==> config.mk <==
export PLATFORM = sky130hd
export DESIGN_NAME = spi_reg_ctrl
export DESIGN_NICKNAME = d
export VERILOG_FILES = /design/src/rtl/spi_reg_ctrl.sv
export SDC_FILE = /design/constraint.sdc
export NUM_CORES = 1
export LEC_CHECK = 0
export ABC_AREA = 1
export CORE_MARGIN = 8
export CORE_UTILIZATION = 34
export CTS_CLUSTER_SIZE = 28
export DETAILED_ROUTE_END_ITERATION = 16
export PLACE_DENSITY = 0.64
export SLEW_MARGIN = 30
export SYNTH_ARGS = -nofsm -noshare
export SYNTH_HDL_FRONTEND = slang
export SYNTH_SLANG_ARGS = --single-unit
==> constraint.sdc <==
create_clock -name clk -period 1.45 [get_ports clk]
set_input_delay 0.145 -clock clk [delete_from_list [all_inputs] [get_ports clk]]
set_output_delay 0.145 -clock clk [all_outputs]
set_load 0.02 [all_outputs]
==> src/rtl/spi_reg_ctrl.sv <==
// Frame-level SPI controller: decodes {rw, addr} command bytes into auto-incrementing
// register bus bursts and stages read data on tx_data for the byte-wide slave.
module spi_reg_ctrl #(
    parameter int unsigned           ADDR_WIDTH = 7,
    parameter int unsigned           DATA_WIDTH = 8,
    parameter int unsigned           MAX_BURST  = 16,
    parameter logic [DATA_WIDTH-1:0] IDLE_BYTE  = 8'hA5
) (
    input  logic                  clk,
    input  logic                  rst_n,
    input  logic                  cs_active,
    input  logic [DATA_WIDTH-1:0] rx_data,
    input  logic                  rx_valid,
    input  logic                  tx_req,
    output logic [DATA_WIDTH-1:0] tx_data,
    output logic [ADDR_WIDTH-1:0] reg_addr,
    output logic [DATA_WIDTH-1:0] reg_wdata,
    output logic                  reg_wr,
    output logic                  reg_rd,
    input  logic [DATA_WIDTH-1:0] reg_rdata,
    output logic                  frame_err,
    output logic                  busy
);

    localparam int unsigned CNT_W = $clog2(MAX_BURST + 1);
    localparam logic [CNT_W-1:0] CNT_MAX = CNT_W'(MAX_BURST);

    localparam logic [2:0] S_IDLE     = 3'd0;
    localparam logic [2:0] S_CMD      = 3'd1;
    localparam logic [2:0] S_WR_DATA  = 3'd2;
    localparam logic [2:0] S_RD_FETCH = 3'd3;
    localparam logic [2:0] S_RD_LOAD  = 3'd4;
    localparam logic [2:0] S_RD_DATA  = 3'd5;

    logic [2:0]            state_q, state_d;
    logic                  cs_q;
    logic [ADDR_WIDTH-1:0] addr_q, addr_d;
    logic [DATA_WIDTH-1:0] wdata_q, wdata_d;
    logic                  wr_q, wr_d;
    logic                  rd_q, rd_d;
    logic [DATA_WIDTH-1:0] tx_q, tx_d;
    logic                  err_q, err_d;
    logic [CNT_W-1:0]      cnt_q, cnt_d;

    always_comb begin
        state_d = state_q;
        addr_d  = addr_q;
        wdata_d = wdata_q;
        wr_d    = 1'b0;
        rd_d    = 1'b0;
        tx_d    = tx_q;
        err_d   = err_q;
        cnt_d   = cnt_q;

        // Write address advances the cycle after its strobe, so it lines up with the strobe.
        if (wr_q) addr_d = addr_q + ADDR_WIDTH'(1);

        case (state_q)
            S_IDLE: begin
                tx_d = IDLE_BYTE;
                if (cs_active && !cs_q) state_d = S_CMD;
            end
            S_CMD: begin
                if (!cs_active) begin
                    state_d = S_IDLE;
                    err_d   = 1'b1;
                end else if (rx_valid) begin
                    addr_d = rx_data[ADDR_WIDTH-1:0];
                    err_d  = 1'b0;
                    cnt_d  = '0;
                    if (rx_data[DATA_WIDTH-1]) begin
                        state_d = S_RD_FETCH;
                        rd_d    = 1'b1;
                    end else begin
                        state_d = S_WR_DATA;
                    end
                end
            end
            S_WR_DATA: begin
                if (!cs_active) begin
                    state_d = S_IDLE;
                end else if (rx_valid) begin
                    if (cnt_q == CNT_MAX) begin
                        err_d = 1'b1;
                    end else begin
                        wdata_d = rx_data;
                        wr_d    = 1'b1;
                        cnt_d   = cnt_q + CNT_W'(1);
                    end
                end
            end
            S_RD_FETCH: begin
                if (!cs_active) begin
                    state_d = S_IDLE;
                    err_d   = 1'b1;
                    tx_d    = IDLE_BYTE;
                end else begin
                    state_d = S_RD_LOAD;
                end
            end
            S_RD_LOAD: begin
                // The read issued in RD_FETCH is discarded if the frame was dropped.
                if (!cs_active) begin
                    state_d = S_IDLE;
                    err_d   = 1'b1;
                    tx_d    = IDLE_BYTE;
                end else begin
                    tx_d    = reg_rdata;
                    addr_d  = addr_q + ADDR_WIDTH'(1);
                    cnt_d   = cnt_q + CNT_W'(1);
                    state_d = S_RD_DATA;
                end
            end
            S_RD_DATA: begin
                if (!cs_active) begin
                    state_d = S_IDLE;
                    tx_d    = IDLE_BYTE;
                end else if (tx_req) begin
                    if (cnt_q == CNT_MAX) begin
                        err_d = 1'b1;
                        tx_d  = IDLE_BYTE;
                    end else begin
                        state_d = S_RD_FETCH;
                        rd_d    = 1'b1;
                    end
                end
            end
            default: state_d = S_IDLE;
        endcase
    end

    always_ff @(posedge clk or negedge rst_n) begin
        if (!rst_n) begin
            state_q <= S_IDLE;
            cs_q    <= 1'b0;
            addr_q  <= '0;
            wdata_q <= '0;
            wr_q    <= 1'b0;
            rd_q    <= 1'b0;
            tx_q    <= IDLE_BYTE;
            err_q   <= 1'b0;
            cnt_q   <= '0;
        end else begin
            state_q <= state_d;
            cs_q    <= cs_active;
            addr_q  <= addr_d;
            wdata_q <= wdata_d;
            wr_q    <= wr_d;
            rd_q    <= rd_d;
            tx_q    <= tx_d;
            err_q   <= err_d;
            cnt_q   <= cnt_d;
        end
    end

    assign tx_data   = tx_q;
    assign reg_addr  = addr_q;
    assign reg_wdata = wdata_q;
    assign reg_wr    = wr_q;
    assign reg_rd    = rd_q;
    assign frame_err = err_q;
    assign busy      = (state_q != S_IDLE);

endmodule

# Word-level counts from Yosys, hierarchy flattened
# Index checks and enable logic that the tools add are counted.
dict set report classes {
  n_reduce_logical 13
  addsub 2
  n_bitwise 1
  n_mux 48
  n_eq_ne 22
}
# operator count
set ops {}
lappend ops {{$mux 8} 5}
lappend ops {{$pmux 8 s4} 1}
lappend ops {{$mux 5} 6}
lappend ops {{$mux 7} 4}
lappend ops {{$mux 3} 9}
lappend ops {{$ne 2x2->1 const B} 12}
lappend ops {{$mux 1} 18}
lappend ops {{$pmux 3 s6} 1}
lappend ops {{$pmux 5 s3} 1}
lappend ops {{$pmux 7 s2} 1}
lappend ops {{$reduce_and 7->1} 2}
lappend ops {{$ne 3x3->1 const B} 4}
lappend ops {{$reduce_and 4->1} 2}
lappend ops {{$reduce_bool 4->1} 2}
lappend ops {{$add 7x1->7 const B} 1}
lappend ops {{$eq 3x2->1 const B} 2}
lappend ops {{$eq 3x3->1 const B} 2}
lappend ops {{$reduce_bool 3->1} 2}
lappend ops {{$add 5x1->5 const B} 1}
lappend ops {{$eq 5x5->1 const B} 1}
lappend ops {{$reduce_and 5->1} 1}
lappend ops {{$pmux 1 s4} 1}
lappend ops {{$eq 3x1->1 const B} 1}
lappend ops {{$logic_not 3->1} 1}
lappend ops {{other kinds (5)} 5}
dict set report totals {
  input_bits 21
  ff_bits 35
}

# Logic depth before layout (Yosys ltp)
# Gate-level depths: netlist (run 1).
dict set report logic_depth {
  word_depth 5
  mapped_depth 10
}

# Least setup slack after synthesis (run 1)
# Ideal clock, no wire load.
dict set report synth_timing {
  path_type {flip-flop to flip-flop}
  from {reg addr_q[0], in the netlist reg_addr[0]}
  to {reg addr_q[2], in the netlist reg_addr[2]}
  setup_ns 0.134
  synth_period_minus_slack_ns 1.426
  path_stages_with_launch 9
  arrival_ns 1.293
  path_buffers 0
  slack_ns 0.024
  path_cell_list {dfrtp_1 ha_1 nand2_1 inv_1 nor2_1 nand2_1 o21ai_0 o21ai_0 nand4_1}
}
dict set report synth_between {
  elab_chain_len 5
}
# element line_no
set synth_lines {}
lappend synth_lines {{start, declared} 37} ;# logic [ADDR_WIDTH-1:0] addr_q, addr_d;
lappend synth_lines {{start signal, assigned} 146} ;# addr_q <= addr_d;
lappend synth_lines {{$add 7x1->7 (*)} {56, 109}}
lappend synth_lines {{$mux 7} 56} ;# if (wr_q) addr_d = addr_q + ADDR_WIDTH'(1);
lappend synth_lines {{$mux 7} 67} ;# end else if (rx_valid) begin
lappend synth_lines {{$mux 7} 64} ;# if (!cs_active) begin
lappend synth_lines {{$pmux 7 s2 (*)} 58} ;# case (state_q)
lappend synth_lines {{named net addr_d[2]} 37}
# Mark *: on every way through the listed nets, which the timed path passes. The rest lies on a longest branch.
# A chain may end at the register's enable or synchronous reset.

# Worst setup path after layout (run 1)
dict set report layout_timing {
  from {reg state_q[0]}
  to {reg cnt_q[0]}
}
dict set report layout_between {
  elab_chain_len 3
}
# element line_no
set layout_lines {}
lappend layout_lines {{start, declared} 35} ;# logic [2:0] state_q, state_d;
lappend layout_lines {{start signal, assigned} 144} ;# state_q <= state_d;
lappend layout_lines {{$eq 3x2->1 (tied with other cells)} 58}
lappend layout_lines {{$ne 2x2->1 (no line) / $reduce_bool 3->1 (equally long branches)} -}
lappend layout_lines {{$reduce_and 7->1 (no line)} -}
lappend layout_lines {{end signal, assigned} 152} ;# cnt_q <= cnt_d;
lappend layout_lines {{end, declared} 43} ;# logic [CNT_W-1:0] cnt_q, cnt_d;
# Parallel ways exist; a longest one is shown, timed or not.

==> metrics, run 1 <==
status=finished clean; initial core utilization=34.3%; post-synth top area cell=dfrtp_1; Detailed Routing Iterations Pass 1=4; grt ovf=0; DRC=0; TritonCTS clock tree=yes; Die Ht=95.1 um; peak supply drop=0.941 mV; CTS sink cnt=35; TritonCTS buffer count=5; initial antenna violation count=0; leading post-synthesis cells by cell area=dfrtp_1, nand2_1, inv_1; Hold WS=223 ps; Seq cells post-synth=35; top cell type's share of synthesized area=36.5%; drt wl/cell=13.3 um; max-cap violations=0; CTS Hold Bufs=0; Worst setup SP type=flop; CP startpoint=state_q[0]$_DFFE_PN0P_; CP Data Arrival Time=1600 ps; worst hold-check path type=in -> async; PD cells=1940 nW/um^2; Worst Skew=5.26 ps; Critical Path Sink Type=flop; post-route total power=6.12 mW; Antenna diodes=0; R2R Path Start=state_q[0]$_DFFE_PN0P_; H-tree Lvls=2; vias=2,040; worst-path fanout max=5; Post-Syn Area=2130 sq um; die area=9040 sq um; clk_lat worst skew=290 ps; Core Util, Final=50.8%; Tmin final=1420 ps; Syn Nets=291; core area=6200 sq um; achievable frequency=706 MHz; layout cell share with drive strength beyond 1=30.2%; synth warn=0; Synth cell types=34; Worst-Margin Slew=307 ps; num rows=29; Slew Limit Fails=0; final period utilization=97.7%; Synth Instances=267; Die X=95.1 um; RSZ-0062 raised after global routing=true; dpl ws=-140 ps; area grow syn2layout=48.1%; HPWL Detailed=4.10 mm; DR iter-0 viols=104; critical path class=reg -> reg; final WL=5.71 mm; Worst EP required=1630 ps; gr usage total=12.6%; final hold vios=0; final setup margin=33.2 ps; via/cell ratio=4.77; final RePlAce weighted congestion=0.824; post-synthesis sequential area ratio=41.4%; Max-slew headroom=79.5%; average cell area after synthesis=7.97 sq um; vias in the first global route=2,068; antenna-violating nets left=0; final setup fails=0; CTS clk-pin slew, worst paths=70 ps; Max Buffers Root-to-Sink=2; Port Buf Inserts=47; clock root cell=clkbuf_8; first-pass GRT wire length=8.99 mm; nets@finish=374; I/O pin cnt=48; largest net degree at the start of global routing=36; static leakage=1.57 nW
-- synth_stat cells --
library cell and count:
buf_6 2, o22ai_1 4, a21oi_1 5, or2_1 2
ha_1 3, a21oi_2 5, dfstp_2 4, nor2_2 2
dfrtp_1 31, inv_2 7, and3_1 1, buf_4 1
inv_4 1, clkbuf_1 1, nor3_1 1, o21ai_2 10
xor2_1 3, xnor2_1 3, o21a_1 1, nand3_4 2
o21bai_1 4, nor2_8 3, nand2_1 85, nor2_1 14
nand2_2 3, nand3_2 2, nand4_4 1, nand4_1 2
nor2_4 1, o21ai_1 7, nand2_4 1, inv_1 30
o21ai_0 8, nand3_1 17
-- per-stage QoR --
| stage | std cells | TNS [ps] | instance area, sq um |
|---|---|---|---|
| after floorplan | 267 | 0 | 2130 |
| after global placement | 414 | -1470 | 2900 |
| after detailed placement | 414 | -1920 | 2900 |
| after CTS | 422 | 0 | 2980 |
| after global routing | 428 | -596 | 3150 |
| final | 428 | 0 | 3150 |
-- cell families (layout without fill, tap and decap cells) --
logic type               after synthesis  count (layout)  share of synthesized area (%)
flip-flops                            35              35                           41.4
XOR/XNOR                               6               6                           2.47
AO/OA/AOI/OAI                         44              44                           13.8
buffers and inverters                 42             125                           8.41
AND/OR/NAND/NOR                      137             138                           32.1
adder cells (fa/ha/maj)                3               3                           1.76
-- metal layers --
layer | wire length, um | up-vias | global-route usage, % | part of all wire [%]
met2 | 3000 | 54 | 22.7 | 52
li1 | - | 1021 | - | -
met1 | 2270 | 956 | 13.2 | 40
met3 | 361 | 9 | 3.78 | 6.3
met5 | 0 | - | 0 | 0
met4 | 85 | 0 | 5.20 | 1.5
-- area by class of cell --
class,instances,area (sq um)
Fill cell,601,3060
Multi-Input combinational cell,191,1190
Sequential cell,35,883
Timing Repair Buffer,79,737
Inverter,38,148
Tap cell,77,96.3
Clock buffer,7,86.3
Clock inverter,1,5.00
-- power breakdown --
group,internal [mW],switching (mW)
clock network,0.383,0.359
logic,1.62,2.19
registers,1.30,0.264
-- flip-flops by register name, summed over array words and instances, names as in the netlist --
register and cells:
cnt_q 5, cs_q 1, frame_err 1, reg_addr 7
reg_rd 1, reg_wdata 8, reg_wr 1, state_q 3
tx_data 8
-- final timing paths --
path / to / slack (ps) / depth (start not counted)
worst max-delay path: cnt_q[0]$_DFFE_PN0P_ / 30 / 8
worst min-delay path: tx_data[4]$_DFFE_PN0P_ / 220 / 2
worst max register to register: cnt_q[0]$_DFFE_PN0P_ / 30 / 8
worst min register to register: tx_data[0]$_DFFE_PN1P_ / 460 / 2
max in group asynchronous: tx_data[7]$_DFFE_PN1P_ / 980 / 2
min in group clk: tx_data[6]$_DFFE_PN0P_ / 380 / 3
-- layout by cell type (no fill, tap or decap), drive strengths merged --
cell type      instances
clkdlybuf4s50         32
nor3                   1
or2                    2
clkbuf                 8
clkinv                 1
dfstp                  4
a21oi                 10
and3                   1
buf                   32
dlymetal6s2s           3
nand2                 89
ha                     3
dfrtp                 31
xnor2                  3
nand3                 22
nor2                  20
o21bai                 4
o21a                   1
o21ai                 25
nand4                  3
xor2                   3
o22ai                  4
dlygate4sd2           11
inv                   38
-- worst max-delay path, cell delays in order, from the launching register on --
cell     delay (ps)
dfrtp_2         480
inv_2           120
nand3_4          80
inv_4            80
nand2_4          60
o21ai_4         220
nand3_4         130
nand2_1          80
o21ai_1          60
-- what timing repair did --
action                     in CTS  in global routing
setup endpoints to repair      23                 22
resized for setup              15                 38
cloned                          0                  1
pin swaps                       0                 14
buffers inserted                0                  5
Power figures use the tool's default switching activity.
==> inputs of run 2 (changes only) <==
- CORE_UTILIZATION: 34 -> 42
- PLACE_DENSITY: 0.64 -> 0.75
==> run 2 against run 1 <==
Net effect: the run now ends with setup timing left; hold slack improved by 70 ps; global-route usage rose by 2.2 points; clock skew barely moved; clock power rose by 43%; die area fell by 16%; maximum frequency fell by 5.8%; non-clock buffer count rose by 1.
==> metrics, run 2 (synthesis results as in run 1) <==
CP Data Arrival Time=1690 ps; largest delay contributor family on the critical path=flip-flops; max-cap violations=0; Max Buffers Root-to-Sink=2; Die Ht=87.2 um; nets@finish=375; Worst setup SP type=flop; DRC=0; static leakage=1.60 nW; status=finished with violations; clock root cell=clkbuf_8; CP cell instances=nand2_4 -> nor2_8 -> buf_4 -> o21ai_2 -> nand3_2 -> nand2_1 -> o21ai_1; clk_lat worst skew=290 ps; CP startpoint=state_q[0]$_DFFE_PN0P_; drt wl/cell=13.5 um; dpl ws=-113 ps; final setup fails=6; final RePlAce weighted congestion=0.971; initial antenna violation count=0; worst-path fanout max=6; I/O pin cnt=48; CTS clk-pin slew, worst paths=80 ps; Core Util, Final=63.5%; DR iter-0 viols=77; TritonCTS clock tree=yes; critical path's slowest cell=dfrtp_2; antenna-violating nets left=0; Sequential cell area=883 sq um; num rows=26; most common cell after layout, fill and taps aside=nand2_1; initial core utilization=42.5%; Worst-Margin Slew=364 ps; vias=2,024; Tmin final=1500 ps; grt ovf=0; PD cells=2040 nW/um^2; final setup margin=-54.7 ps; gr usage total=14.7%; CP max stage delay=490 ps; largest net degree at the start of global routing=17; die area=7600 sq um; final hold vios=0; Port Buf Inserts=47; final WL=5.68 mm; setup_tns=-133 ps; worst hold-check path type=in -> async; via/cell ratio=4.80; Slew Limit Fails=0; critical path class=reg -> reg; violated checks=setup timing; area of the multi-input gates=1190 sq um; area grow syn2layout=49.5%; Worst Skew=5.06 ps; HPWL Detailed=4.10 mm; Critical Path Sink Type=flop; Worst EP required=1640 ps; H-tree Lvls=2; Detailed Routing Iterations Pass 1=4; first-pass GRT wire length=8.92 mm; final period utilization=104%; achievable frequency=665 MHz; CTS sink cnt=35; design area=3180 sq um; RSZ-0062 raised after global routing=true; core area=5010 sq um; Max-slew headroom=75.7%; Antenna diodes=0; TritonCTS buffer count=5; vias in the first global route=1,989; commonest cells after routing, fill and taps aside=nand2_1, clkdlybuf4s50_1, dfrtp_1, buf_4, inv_1; layout cell share with drive strength beyond 1=30.4%; Placement Cell Area=2870 sq um; R2R Path Start=state_q[0]$_DFFE_PN0P_; Hold WS=293 ps; WP buf/inv=1; Fillers=450; Die X=87.2 um; peak supply drop=1.40 mV
## run 2: timing repair
action,CTS,global route
hold buffers,1,0
endpoints found under the setup margin,21,30
pin swaps,0,16
hold endpoints to repair,10,0
gates resized for setup,16,39
buffers inserted,0,6
cloned,0,1
## run 2: worst paths after layout
path / endpoint / slack, ps / cells after the start
setup / recovery: cnt_q[4]$_DFFE_PN0P_ / -50 / 7
min in group clk: tx_data[4]$_DFFE_PN0P_ / 390 / 3
hold / removal: cnt_q[4]$_DFFE_PN0P_ / 290 / 2
hold reg to reg: reg_wdata[7]$_DFFE_PN0P_ / 470 / 2
setup reg to reg: cnt_q[4]$_DFFE_PN0P_ / -50 / 7
max in group asynchronous: state_q[0]$_DFFE_PN0P_ / 650 / 3
## run 2: power by group
part	switching, mW	internal, mW
Clock	0.369	0.687
Sequential	0.255	1.30
Combinational	2.23	1.64
## run 2: per-layer routing
| metal | part of all wire (%) | global-route usage [%] | wire [um] |
|---|---|---|---|
| met1 | 41 | 17.4 | 2340 |
| met2 | 51 | 24.9 | 2890 |
| met3 | 6.6 | 4.53 | 376 |
| met4 | 1.2 | 4.53 | 66 |
| met5 | 0 | 0 | 0 |
## run 2: cell type report
class	instances	area share, %
Sequential cell	35	27.8
Clock inverter	2	1.89
Inverter	38	4.72
Clock buffer	6	2.28
Tap cell	70	2.75
Timing Repair Buffer	80	23.2
Multi-Input combinational cell	191	37.4
## run 2: metrics by stage
step	cells	power, mW
finish	422	6.49
global route	422	6.93
CTS	415	6.04
detailed placement	406	4.99
global placement	406	4.93
floorplan	267	3.72
